File: src/rtl/cape_seq.sv
// Correlated stochastic-number sequencer: latches operands on start, walks a bit-sliced counter, emits one comparator bit per channel.
// Latency: first vector one cycle after start; run lasts 2^(non-bypassed bits) transfers; done pulses one cycle after the last one.
// Backpressure: counter advances only on valid & out_ready; xs/last hold while out_ready is low.
module cape_seq #(
    parameter int WIDTH      = 8,
    parameter int NUM_INPUTS = 4,
    parameter int LEN_W      = WIDTH*NUM_INPUTS+1
) (
    input  logic                        clk,
    input  logic                        rst_n,
    input  logic                        start,
    input  logic                        abort,
    input  logic                        et_en,
    input  logic [WIDTH-1:0]            trunc,
    input  logic [WIDTH*NUM_INPUTS-1:0] bxs,
    input  logic                        out_ready,
    output logic                        busy,
    output logic                        valid,
    output logic [NUM_INPUTS-1:0]       xs,
    output logic                        last,
    output logic                        done,
    output logic [LEN_W-1:0]            len
);
    localparam int CW = WIDTH*NUM_INPUTS;
    localparam logic [LEN_W-1:0] ONE_L = LEN_W'(1);
    localparam logic [CW-1:0]    ONE_C = CW'(1);

    typedef enum logic {IDLE, RUN} state_t;

    state_t                               state_q, state_d;
    logic [NUM_INPUTS-1:0][WIDTH-1:0]     b_q, b_d, b_new;
    logic [CW-1:0]                        byp_q, byp_d, byp_new;
    logic [CW-1:0]                        cnt_q, cnt_d, cnt_inc;
    logic [LEN_W-1:0]                     tcnt_q, tcnt_d, len_q, len_d;
    logic                                 done_q, done_d;
    logic                                 is_last, xfer;

    // A counter bit is bypassed while every operand bit at or below its weight is zero.
    always_comb begin
        b_new   = '0;
        byp_new = '0;
        for (int i = 0; i < NUM_INPUTS; i++) begin
            logic zero_run;
            zero_run = 1'b1;
            b_new[i] = bxs[i*WIDTH +: WIDTH] & ~trunc;
            for (int j = 0; j < WIDTH; j++) begin
                zero_run = zero_run & ~b_new[i][j];
                byp_new[j*NUM_INPUTS+i] = et_en & zero_run;
            end
        end
    end

    // Forcing bypassed bits to 1 lets the carry ripple straight through them.
    assign cnt_inc = ((cnt_q | byp_q) + ONE_C) & ~byp_q;
    assign is_last = &(cnt_q | byp_q);
    assign busy    = (state_q == RUN);
    assign valid   = busy;
    assign last    = busy & is_last;
    assign done    = done_q;
    assign len     = len_q;
    assign xfer    = busy & out_ready;

    always_comb begin
        xs = '0;
        for (int i = 0; i < NUM_INPUTS; i++) begin
            logic [WIDTH-1:0] w;
            w = '0;
            for (int j = 0; j < WIDTH; j++)
                w[j] = cnt_q[j*NUM_INPUTS+i];
            xs[i] = busy & (w < b_q[i]);
        end
    end

    always_comb begin
        state_d = state_q;
        b_d     = b_q;
        byp_d   = byp_q;
        cnt_d   = cnt_q;
        tcnt_d  = tcnt_q;
        len_d   = len_q;
        done_d  = 1'b0;
        case (state_q)
            IDLE: begin
                if (start) begin
                    state_d = RUN;
                    b_d     = b_new;
                    byp_d   = byp_new;
                    cnt_d   = '0;
                    tcnt_d  = '0;
                end
            end
            RUN: begin
                if (abort) begin
                    state_d = IDLE;
                end else if (xfer) begin
                    if (is_last) begin
                        state_d = IDLE;
                        done_d  = 1'b1;
                        len_d   = tcnt_q + ONE_L;
                    end else begin
                        cnt_d  = cnt_inc;
                        tcnt_d = tcnt_q + ONE_L;
                    end
                end
            end
            default: state_d = IDLE;
        endcase
    end

    always_ff @(posedge clk) begin
        if (!rst_n) begin
            state_q <= IDLE;
            b_q     <= '0;
            byp_q   <= '0;
            cnt_q   <= '0;
            tcnt_q  <= '0;
            len_q   <= '0;
            done_q  <= 1'b0;
        end else begin
            state_q <= state_d;
            b_q     <= b_d;
            byp_q   <= byp_d;
            cnt_q   <= cnt_d;
            tcnt_q  <= tcnt_d;
            len_q   <= len_d;
            done_q  <= done_d;
        end
    end
endmodule

File: config.mk
export PLATFORM = sky130hd
export DESIGN_NAME = cape_seq
export DESIGN_NICKNAME = d
export VERILOG_FILES = /design/src/rtl/cape_seq.sv
export SDC_FILE = /design/constraint.sdc
export NUM_CORES = 1
export LEC_CHECK = 0
export ABC_AREA = 1
export ABC_CLOCK_PERIOD_IN_PS = 2100
export CAP_MARGIN = 40
export CORE_UTILIZATION = 25
export DETAILED_ROUTE_END_ITERATION = 12
export DONT_BUFFER_PORTS = 1
export HOLD_SLACK_MARGIN = 0.06
export MAX_ROUTING_LAYER = met4
export PLACE_DENSITY = 0.43
export SYNTH_ARGS = -nofsm -noshare
export SYNTH_HDL_FRONTEND = slang
export SYNTH_SLANG_ARGS = --single-unit
File: constraint.sdc
create_clock -name clk -period 2.1 [get_ports clk]
set_input_delay 0.42 -clock clk [delete_from_list [all_inputs] [get_ports clk]]
set_output_delay 0.42 -clock clk [all_outputs]
set_load 0.005 [all_outputs]
Yosys cells after proc, flatten, opt, wreduce, memory -nomap -nowiden
Index checks and enable logic that the tools add are counted. W data, S select, Z words.

Bits in registers: 164. Input bits: 46. Output and inout port bits: 41. Logic and storage cells: 151.

Add/subtract/negate cells: 2. Order comparisons: 4. Equality and inequality tests: 4. Mux-type cells: 16. Bitwise gates (word level): 110. Reductions and logical operators: 5.

Operator list (number): $mux W33 (4); $mux W32 (4); $and A1 B1 Y1 (66); $pmux W33 S2 (1); $pmux W32 S2 (1); $not A1 Y1 (36); $reduce_and A35 Y1 (1); $add A33 B1 Y33 const B (1); $add A32 B1 Y32 const B (1); $and A32 B32 Y32 (1); $and A8 B8 Y8 (4); $lt A8 B8 Y1 (4); $not A32 Y32 (1); $or A32 B32 Y32 (1); $reduce_and A32 Y1 (1); $not A8 Y8 (1); $ne A2 B2 Y1 const B (3); $mux W1 (5); $reduce_and A4 Y1 (1); $reduce_or A4 Y1 (1); $ne A2 B1 Y1 const B (1); $pmux W1 S2 (1); $reduce_and A2 Y1 (1).

Longest topological paths before layout
Gate-level depths: netlist of run 1.

Depth in word-level cells: 11. Mapped depth: 14. Gate-level depth less buffers: 14.

Worst setup path before layout of run 1
No wires, ideal clock.

Kind: register to register. From: reg cnt_q[1]. To: reg cnt_q[21]. Setup time: 0.139 ns. Arrival: 1.712 ns. Data required time: 1.961 ns. Setup slack: 0.249 ns. Stages on the path, launching flop included: 14. Path buffers: 1. Clock period less this slack: 1.851 ns. Path through: dfxtp_1 inv_1 nand2_1 ha_1 nand2_1 nor2_2 nand2_4 nor2_8 nand3_2 nand3_1 inv_2 buf_2 nand2_1 a21oi_2.

Cells in the longest elaborated chain, start to end: 7. Elaborated cells on any way between the ends: 10. Classes of those cells: add/sub (1); eq/ne (1); mux (4); bitwise (2); reduce/logical (2).

Ends and longest elaborated chain: start, declared (line 33) `logic [CW-1:0] cnt_q, cnt_d, cnt_inc;`; start signal, assigned (line 123) `cnt_q <= cnt_d;`; $or A32 B32 Y32 * (line 54, 55); $add A32 B1 Y32 (line 54) `assign cnt_inc = ((cnt_q | byp_q) + ONE_C) & ~byp_q;`; $and A32 B32 Y32 (line 54); $mux W32 (line 96) `if (is_last) begin`; $mux W32 (line 95) `end else if (xfer) begin`; $mux W32 (line 93) `if (abort) begin`; $pmux W32 S2 (line 82) `case (state_q)`.

Every way passes the cells marked *; elsewhere a longest branch is shown, timed or not. The select of a mux whose other input is x is not followed. A chain may end at the register's enable or synchronous reset.

Final worst setup path of run 1
From: reg cnt_q[6]. To: out xs[2].

Cells in the longest elaborated chain, start to end: 2.

Ends and longest elaborated chain: $lt A8 B8 Y1 (line 70) `xs[i] = busy & (w < b_q[i]);`; $and A1 B1 Y1 (line 70); end, declared (line 19) `output logic [NUM_INPUTS-1:0] xs,`.

Every way passes these cells.

==> summary.txt, run 1 <==
Logic synthesis
  • Mapped Area: 9211 um^2
  • Synthesized area per cell: about 6.5 um^2
  • Post-synthesis sequential area ratio: 0.3564
  • #FFs+latches synth: about 160
  • Post-synth EDFFs: 0
  • Cells after Synth: 1411
  • Cell variety after synth: 38
  • Dominant synthesized flop cell: dfxtp_1
  • Post-synth net total: about 1500
  • Synth warnings: 0
  • Async SR Flop Fraction: 0

Finish
  • Layout Utilization: 0.3121
  • Fill cells: ~4000
  • Share of cells above drive strength 1: 0.1968
  • Diode count: 0
  • Area Overhead vs Synth: 21.68%
  • Non-filler cells, final: roughly 1900
  • Nets: 1542
  • Design Area, Final: roughly 11000 um^2
  • Most frequent cells in the layout: 359 x nand2_1, 225 x nor2_1, 136 x dfxtp_1, 127 x inv_1, 110 x a21oi_1
  • Most common cell after layout, fill and taps aside: nand2_1

Critical path
  • R2R setup slack: 120 ps
  • Worst EP required: roughly 1700 ps
  • Worst Setup EP: xs[2]
  • CP Max Fanout: 2
  • CP startpoint kind: flip-flop
  • Worst Path Arrival: just under 2000 ps
  • RR Endpoint: cnt_q[25]$_SDFFE_PN0P_
  • Worst setup EP type: output pin
  • Worst reg2reg path depth: 13
  • Crit path from: cnt_q[6]$_SDFFE_PN0P_
  • CP Class: reg -> out
  • Reg2reg start: cnt_q[29]$_SDFFE_PN0P_

STA
  • Final setup vio count: 4
  • Worst Max-Slew Pin Slew: 681.2 ps
  • Slew headroom: 0.5458
  • Final Max Tran Viols: 0
  • Unrepaired setup endpoints after global routing: yes
  • Min Clock Period, post-route: 2357 ps
  • Final WS setup: -257.4 ps
  • Period utilization: 1.123
  • TNS Setup: -659.4 ps
  • Final Hold Fails: 0
  • Clock Skews: between 15 and 20 ps
  • F_max: 424.2 MHz
  • Final hold slack: 99.94 ps

Floorplan
  • DIE AREA: around 38000 um^2
  • Starting Density: 0.2565
  • Rows: 69
  • Core area: 35910 um^2
  • # IOs: 87
  • Die H: a little under 200 um
  • DIE WIDTH: between 150 and 200 um

Global route
  • Pin count of the biggest net entering global routing: 73
  • Overflow after GRT: 0
  • Tot GR Track Use: 0.1789
  • Initial antenna violation count: 0
  • Vias in the first global route: ~8800
  • First-pass GRT wire length: about 50000 um

Placement
  • Post-DP HPWL: 23630 um
  • DP Area: between 10000 and 15000 um^2
  • Number of port buffers: 0
  • Pre-CTS WS: -61.24 ps
  • Routability cong.: between 0.8 and 0.9
  • Cells after DPL: 1892

Detailed routing
  • DRT Pass-1 Iters: 5
  • Vias per inst: ~4.6
  • Initial DRC count: 562
  • WL per Instance: 16.58 um
  • Vias: roughly 9000
  • ANT nets after route: 0
  • Drt drc: 0
  • DRT Wirelength: approximately 32000 um

Power
  • Peak supply drop: just under 0.9 mV
  • Power, Total: 7.101 mW
  • Leakage: approximately 4.4 nW
  • Pwr Density: ~630 nW/um^2

Hold path
  • Worst min-delay path category: in -> reg

Flow run
  • Max_cap viols: 0

Clock tree
  • Max clock buf depth: 2
  • # clock sinks: between 150 and 200
  • TritonCTS buffer count: 17
  • # H-tree levels: 4
  • Post-CTS Hold Buffers: 0
  • Clock Latency Late Sink: about 450 ps
  • Clock transition at the registers of the reported paths: roughly 80 ps
  • CTS root buf: clkbuf_16
  • CTS tree: yes

Run status
  • Failing checks: setup timing
  • Outcome: finished with violations
repair_timing:
item / in CTS / in global routing
buffers inserted: 2 / 15
endpoints found under the setup margin: 8 / 72
pin swaps: 17 / 28
gates resized for setup: 46 / 81
cell type report:
cell class              instances  area [um^2]  share of cell area
clock buffers                  17        425.4             0.03796
clock inverters                15        157.7             0.01407
inverters                     153        575.6             0.05135
multi-input cells            1040         5379              0.4799
flip-flops and latches        164         3333              0.2974
well taps                     461        576.8             0.05146
repair buffers                 90        760.7             0.06787
logic make-up (layout without fill, tap and decap cells):
kind of cell	after synthesis	in the layout	share of synthesized area
simple gates	745	745	0.3400
compound gates	246	246	0.1505
xor+xnor	19	19	0.01807
fa+ha+maj	30	30	0.04075
buf+inv	207	275	0.09427
flops	164	164	0.3564
power breakdown:
part / switching (mW) / total, mW / internal, mW / leakage, nW
Sequential: 0.0488 / 3.23 / 3.18 / 1.34
Clock: 1.43 / 3.19 / 1.76 / 0.264
Combinational: 0.458 / 0.686 / 0.227 / 2.83
registers in the layout, indices dropped and copies added, names as in the netlist:
| name | count |
|---|---|
| len | 33 |
| b_q | 32 |
| tcnt_q | 33 |
| byp_q | 32 |
| done | 1 |
| cnt_q | 32 |
| busy | 1 |
worst min-delay path by stage:
| stage | from | end | slack, ps | cells past startpoint |
|---|---|---|---|---|
| 6_report | rst_n | len[2]$_SDFFE_PN0P_ | 100 | 2 |
| 5_1_grt | rst_n | byp_q[24]$_SDFFE_PN0P_ | 90 | 1 |
| 4_1_cts | rst_n | len[2]$_SDFFE_PN0P_ | 70 | 2 |
| 3_5_place_dp | len[24]$_SDFFE_PN0P_ | len[24]$_SDFFE_PN0P_ | 460 | 2 |
| 3_3_place_gp | b_q[0]$_SDFFE_PN0P_ | b_q[0]$_SDFFE_PN0P_ | 450 | 2 |
| 2_1_floorplan | b_q[0]$_SDFFE_PN0P_ | b_q[0]$_SDFFE_PN0P_ | 430 | 2 |
critical path: stages, from the launching register on:
cell      delay (ps)
dfxtp_2          340
ha_4             230
a21boi_2         150
o211ai_1         240
a21oi_1          130
nor3_1           160
buf_4            150
buf_6             90
layer usage:
layer	vias to the layer above	GRT usage	part of all wire
met5	-	-	0
met4	0	0.05232	0.017
met3	30	0.03027	0.028
met2	99	0.2889	0.47
met1	4210	0.2284	0.49
li1	4613	-	-
Yosys cell counts, drive strengths merged (10+ instances only):
cell	instances	share of area
a21oi	146	0.092
buf	19	0.018
clkbuf	35	0.014
dfxtp	164	0.36
ha	30	0.041
inv	152	0.062
nand2	395	0.17
nand3	44	0.026
nand3b	12	0.0098
nand4	37	0.027
nor2	245	0.10
nor3	10	0.0054
o21ai	83	0.045
xor2	13	0.012
Power figures use the tool's default switching activity.
==> run 2, diff against run 1 <==
- CAP_MARGIN: 40 -> default
==> results of run 2 <==
No change in the layout: final DEF, timing and power equal those of run 1.
